`config.mk`:
```
export PLATFORM = sky130hd
export DESIGN_NAME = shift_deserializer_64bit
export DESIGN_NICKNAME = d
export VERILOG_FILES = /design/src/rtl/shift_pkg.sv /design/src/rtl/deser_shift_core.sv /design/src/rtl/shift_deserializer_64bit.sv
export SDC_FILE = /design/constraint.sdc
export NUM_CORES = 1
export LEC_CHECK = 0
export ABC_AREA = 1
export CAP_MARGIN = 10
export CORE_ASPECT_RATIO = 0.75
export CORE_MARGIN = 2
export CORE_UTILIZATION = 45
export DETAILED_ROUTE_END_ITERATION = 8
export PLACE_DENSITY = 0.7
export SETUP_SLACK_MARGIN = 0.4
export SYNTH_ARGS = -nofsm -noshare
export SYNTH_HDL_FRONTEND = slang
export SYNTH_SLANG_ARGS = --single-unit
```
`constraint.sdc`:
```
create_clock -name Clk -period 2 [get_ports Clk]
set_input_delay 0.5 -clock Clk [delete_from_list [all_inputs] [get_ports Clk]]
set_output_delay 0.5 -clock Clk [all_outputs]
set_load 0.05 [all_outputs]
```
`src/rtl/shift_pkg.sv`:
```
// rtl/shift_pkg.sv - shared state type and sizing for the serial deserializer (SHIFT_DESER_PARITY_EN adds a parity bit per frame)
package shift_pkg;

  localparam int DEFAULT_WIDTH = 64;

`ifdef SHIFT_DESER_PARITY_EN
  localparam int PARITY_BITS = 1;
`else
  localparam int PARITY_BITS = 0;
`endif

  typedef enum logic {
    RECV  = 1'b0,
    STALL = 1'b1
  } deser_state_t;

  function automatic int frame_bits(input int width);
    return width + PARITY_BITS;
  endfunction

endpackage

```
`src/rtl/deser_shift_core.sv`:
```
// rtl/deser_shift_core.sv - serial-in parallel-out shift register, newest bit at bit 0
module deser_shift_core #(
  parameter int WIDTH = 64
) (
  input  logic             i_clk,
  input  logic             i_rst_n,
  input  logic             i_en,
  input  logic             i_clr,
  input  logic             i_ser,
  output logic [WIDTH-1:0] o_par
);

  logic [WIDTH-1:0] r_sr;

  always_ff @(posedge i_clk or negedge i_rst_n) begin
    if (!i_rst_n) begin
      r_sr <= '0;
    end else if (i_clr) begin
      r_sr <= '0;
    end else if (i_en) begin
      r_sr <= {r_sr[WIDTH-2:0], i_ser};
    end
  end

  assign o_par = r_sr;

endmodule

```
`src/rtl/shift_deserializer_64bit.sv`:
```
// rtl/shift_deserializer_64bit.sv - serial-to-parallel deserializer with output handshake; SHIFT_DESER_PARITY_EN enables even-parity checking
module shift_deserializer_64bit
  import shift_pkg::*;
#(
  parameter int WIDTH = DEFAULT_WIDTH
) (
  input  logic             Clk,
  input  logic             Reset,
  input  logic             Clear,
  input  logic             SerIn,
  input  logic             In_Valid,
  output logic             In_Ready,
  output logic [WIDTH-1:0] Out,
  output logic             Out_Valid,
  input  logic             Out_Ready,
  output logic [6:0]       Count
`ifdef SHIFT_DESER_PARITY_EN
  ,
  output logic             Parity_Err
`endif
);

  localparam int FW = frame_bits(WIDTH);
  localparam logic [6:0] LAST = 7'(FW - 1);

  deser_state_t     r_state;
  logic [6:0]       r_count;
  logic [WIDTH-1:0] r_out;
  logic             r_out_valid;

  logic          w_accept;
  logic          w_complete;
  logic          w_consume;
  logic          w_load;
  logic [FW-1:0] w_par;
  logic [FW-1:0] w_frame_now;
  logic [FW-1:0] w_frame_sel;

  assign w_accept   = In_Valid & (r_state == RECV);
  assign w_complete = w_accept & (r_count == LAST);
  assign w_consume  = r_out_valid & Out_Ready;

  // The completing bit is still on SerIn in RECV; in STALL it has already been shifted in.
  assign w_frame_now = {w_par[FW-2:0], SerIn};
  assign w_frame_sel = (r_state == STALL) ? w_par : w_frame_now;

  assign w_load = ~Clear & (((r_state == RECV) & w_complete & (~r_out_valid | Out_Ready)) |
                            ((r_state == STALL) & Out_Ready));

  deser_shift_core #(.WIDTH(FW)) u_core (
    .i_clk   (Clk),
    .i_rst_n (Reset),
    .i_en    (w_accept),
    .i_clr   (Clear),
    .i_ser   (SerIn),
    .o_par   (w_par)
  );

  always_ff @(posedge Clk or negedge Reset) begin
    if (!Reset) begin
      r_state     <= RECV;
      r_count     <= '0;
      r_out       <= '0;
      r_out_valid <= 1'b0;
    end else if (Clear) begin
      r_state <= RECV;
      r_count <= '0;
      if (w_consume) r_out_valid <= 1'b0;
    end else begin
      if (w_load) begin
        r_out       <= w_frame_sel[FW-1 -: WIDTH];
        r_out_valid <= 1'b1;
      end else if (w_consume) begin
        r_out_valid <= 1'b0;
      end
      case (r_state)
        RECV: begin
          if (w_accept) r_count <= w_complete ? 7'd0 : r_count + 7'd1;
          if (w_complete && r_out_valid && !Out_Ready) r_state <= STALL;
        end
        STALL: begin
          if (Out_Ready) r_state <= RECV;
        end
        default: r_state <= RECV;
      endcase
    end
  end

`ifdef SHIFT_DESER_PARITY_EN
  logic r_perr;

  always_ff @(posedge Clk or negedge Reset) begin
    if (!Reset) begin
      r_perr <= 1'b0;
    end else if (w_load) begin
      r_perr <= ^w_frame_sel;
    end
  end

  assign Parity_Err = r_perr;
`endif

  assign In_Ready  = (r_state == RECV);
  assign Out       = r_out;
  assign Out_Valid = r_out_valid;
  assign Count     = r_count;

endmodule

```
==> impl_metrics.ini <==
[cts]
clock_latency_ns = 0.42
cts-root-buf = clkbuf_16
cts.path.max_buffers = 2
cts_tree = yes
cts.sinks = 137
htreeDepth = 4
clk_pin_slew_ns = 0.06
cts_buffers = 17

[sta]
max_slew_margin = 0.688
fin_tns_setup_ns = 0
skew_ns = 0.00943
worstMarginPinSlew_ns = 0.467
timing.final.crit_share = 0.816
rsz0062_at_grt = true
hold_violations = 0
drv_slew = 0
fmaxAchievable_ghz = 0.613
setup_viol = 0
period_needed_ns = 1.63

[drt]
via_per_inst = 5.17
drt_iter0_markers = 475
ant_nets = 0
dr.pass1.iters = 5
wl_mm = 14.4
drc = 0
vias = 4940
wire_per_inst_um = 15.0

[worst_setup_path]
critPathArrivalTime_ns = 1.13
worstPathRequired_ns = 1.50
critical_path_class = reg2out
end_kind = output port
worst-path-max-fanout = 4
cp-start-kind = flop

[power]
switching_power_uw = 1360
power_density_nw_per_um2 = 771
peakVddDrop_mv = 0.644
seq_power_share = 0.478
p_total_uw = 5910
power_frac_comb = 0.061
power.internal_uw = 4550
switching_share = 0.230
power.leakage_uw = 0.00373
pwr-share-clk = 0.460

[finish]
fillers = 1210
drive_gt1_frac = 0.255
ff_latch_area_um2 = 3440
diodes = 0
mostFrequentLayoutCells = 158 x nand2_1, 130 x dfrtp_1, 72 x inv_1, 69 x buf_4, 68 x nand3_1
area_growth_syn_to_layout_pct = 23.3
nets = 778
multi_input_area_um2 = 2200
mostFrequentLayoutCell = nand2_1

[logic_synthesis]
netlist_area_um2 = 6220
ys.flop_type = dfrtp_1
syn_inst = 693
synthTopCellsByArea = dfrtp_1 55%, nand2_1 9.7%, o22ai_1 6.3%
yosysTopAreaCellShare = 0.551
yosysSeqAreaShare = 0.551
synth_top_cell_by_area = dfrtp_1
syn-num-nets = 700
async_reset_ff_frac = 1.00
yosys_warnings = 0
synth_cell_types = 24
yosys_register_bits = 137
avgSynthCellArea_um2 = 8.98
synth_edf_count = 0

[placement]
hpwlAfterDp_mm = 8.59
io_buffer_count = 78
gp_congestion = 0.784

[die]
start_util = 0.457
dieArea_um2 = 14800
pin_count = 79
die_x_um = 140
core-area_um2 = 13600
die_h_um = 106
fp-row-count = 37

[global_route]
antenna_found_initial = 0
grt_max_degree = 65
grt_util_all_layers = 0.189
grt_pass1_wl_mm = 22.3
grt_pass1_vias = 4520
gr-total-overflow = 0

[flow_run]
timing.max_cap.violations = 0

[status]
status = finished, final reports clean

[worst_hold_path]
min_path_type = in2async
per-layer routing:
metal,GRT usage,part of all wire,vias to the layer above
met5,0,0,-
met4,0.0664,0.011,0
met3,0.0532,0.054,16
met2,0.270,0.45,127
met1,0.275,0.49,2368
li1,-,-,2429
final cells by class:
class	count	area share
sequential	137	0.448
multi-input combinational	435	0.287
timing repair buffer	106	0.133
clock buffer	25	0.0633
inverter	74	0.0369
tap	175	0.0285
clock inverter	4	0.00261
cells in the mapped netlist (all sizes together) (3+ instances only):
library cell  instances
clkbuf               11
dfrtp               137
nor2                 13
a21oi                 3
o21ai                68
nand3                69
inv                  74
o22ai                63
buf                  37
nand2               213
nor3                  3
flip-flops by register name (all words and copies together), names as in the netlist:
register,cells
r_state,1
Out,64
Count,7
Out_Valid,1
u_core.o_par,64
power by group through the flow:
stage / clock network (uW) / registers [uW] / logic, uW
3_5_place_dp: 0 / 2880 / 359
3_3_place_gp: 0 / 2880 / 352
6_report: 2720 / 2830 / 362
2_1_floorplan: 0 / 2970 / 101
4_1_cts: 2790 / 2830 / 357
5_1_grt: 2940 / 2830 / 391
repair_timing:
item	4_1_cts	5_1_grt
hold buffers	0	0
setup endpoints to repair	12	33
pin swaps	0	3
gates resized for setup	56	14
buffers inserted	1	4
endpoints found under the hold margin	0	0
gates cloned	0	7
kinds of logic after synthesis:
kind of cell | Yosys count | share of synthesized area
fa+ha+maj | 1 | 0.00201
simple gates | 299 | 0.222
buf+inv | 122 | 0.104
compound gates | 134 | 0.121
flops | 137 | 0.551
worst max-delay path: stages (launching register included):
cell and delay (ns):
dfrtp_4 0.50, inv_6 0.08, buf_12 0.13
path summary, 6_finish.rpt:
path,startpoint,endpoint,slack [ns],cells after the start
worst min register to register,Out[10]$_DFFE_PN0P_,Out[10]$_DFFE_PN0P_,0.46,2
worst max-delay path,r_state$_DFF_PN0_,In_Ready,0.37,2
min in group Clk,Out[10]$_DFFE_PN0P_,Out[10]$_DFFE_PN0P_,0.46,2
worst min-delay path,Reset,u_core.o_par[19]$_DFFE_PN0P_,0.02,1
max in group asynchronous,Reset,Out[29]$_DFFE_PN0P_,1.28,2
worst max register to register,Count[0]$_DFFE_PN0P_,Out[5]$_DFFE_PN0P_,0.42,9
stage by stage:
step                      setup WS [ns]  std cells  instance area [um^2]  hold slack, ns  utilization
after floorplan                   0.409        693                  6250           0.204            -
after global placement           0.0661        915                  6970           0.457        0.512
after detailed placement         0.0221        915                  6970           0.458        0.512
after CTS                         0.352        945                  7430          0.0211        0.546
after global routing              0.335        956                  7670          0.0405        0.564
final                             0.368        956                  7670          0.0245        0.564
(Power assumes the default switching activity.)
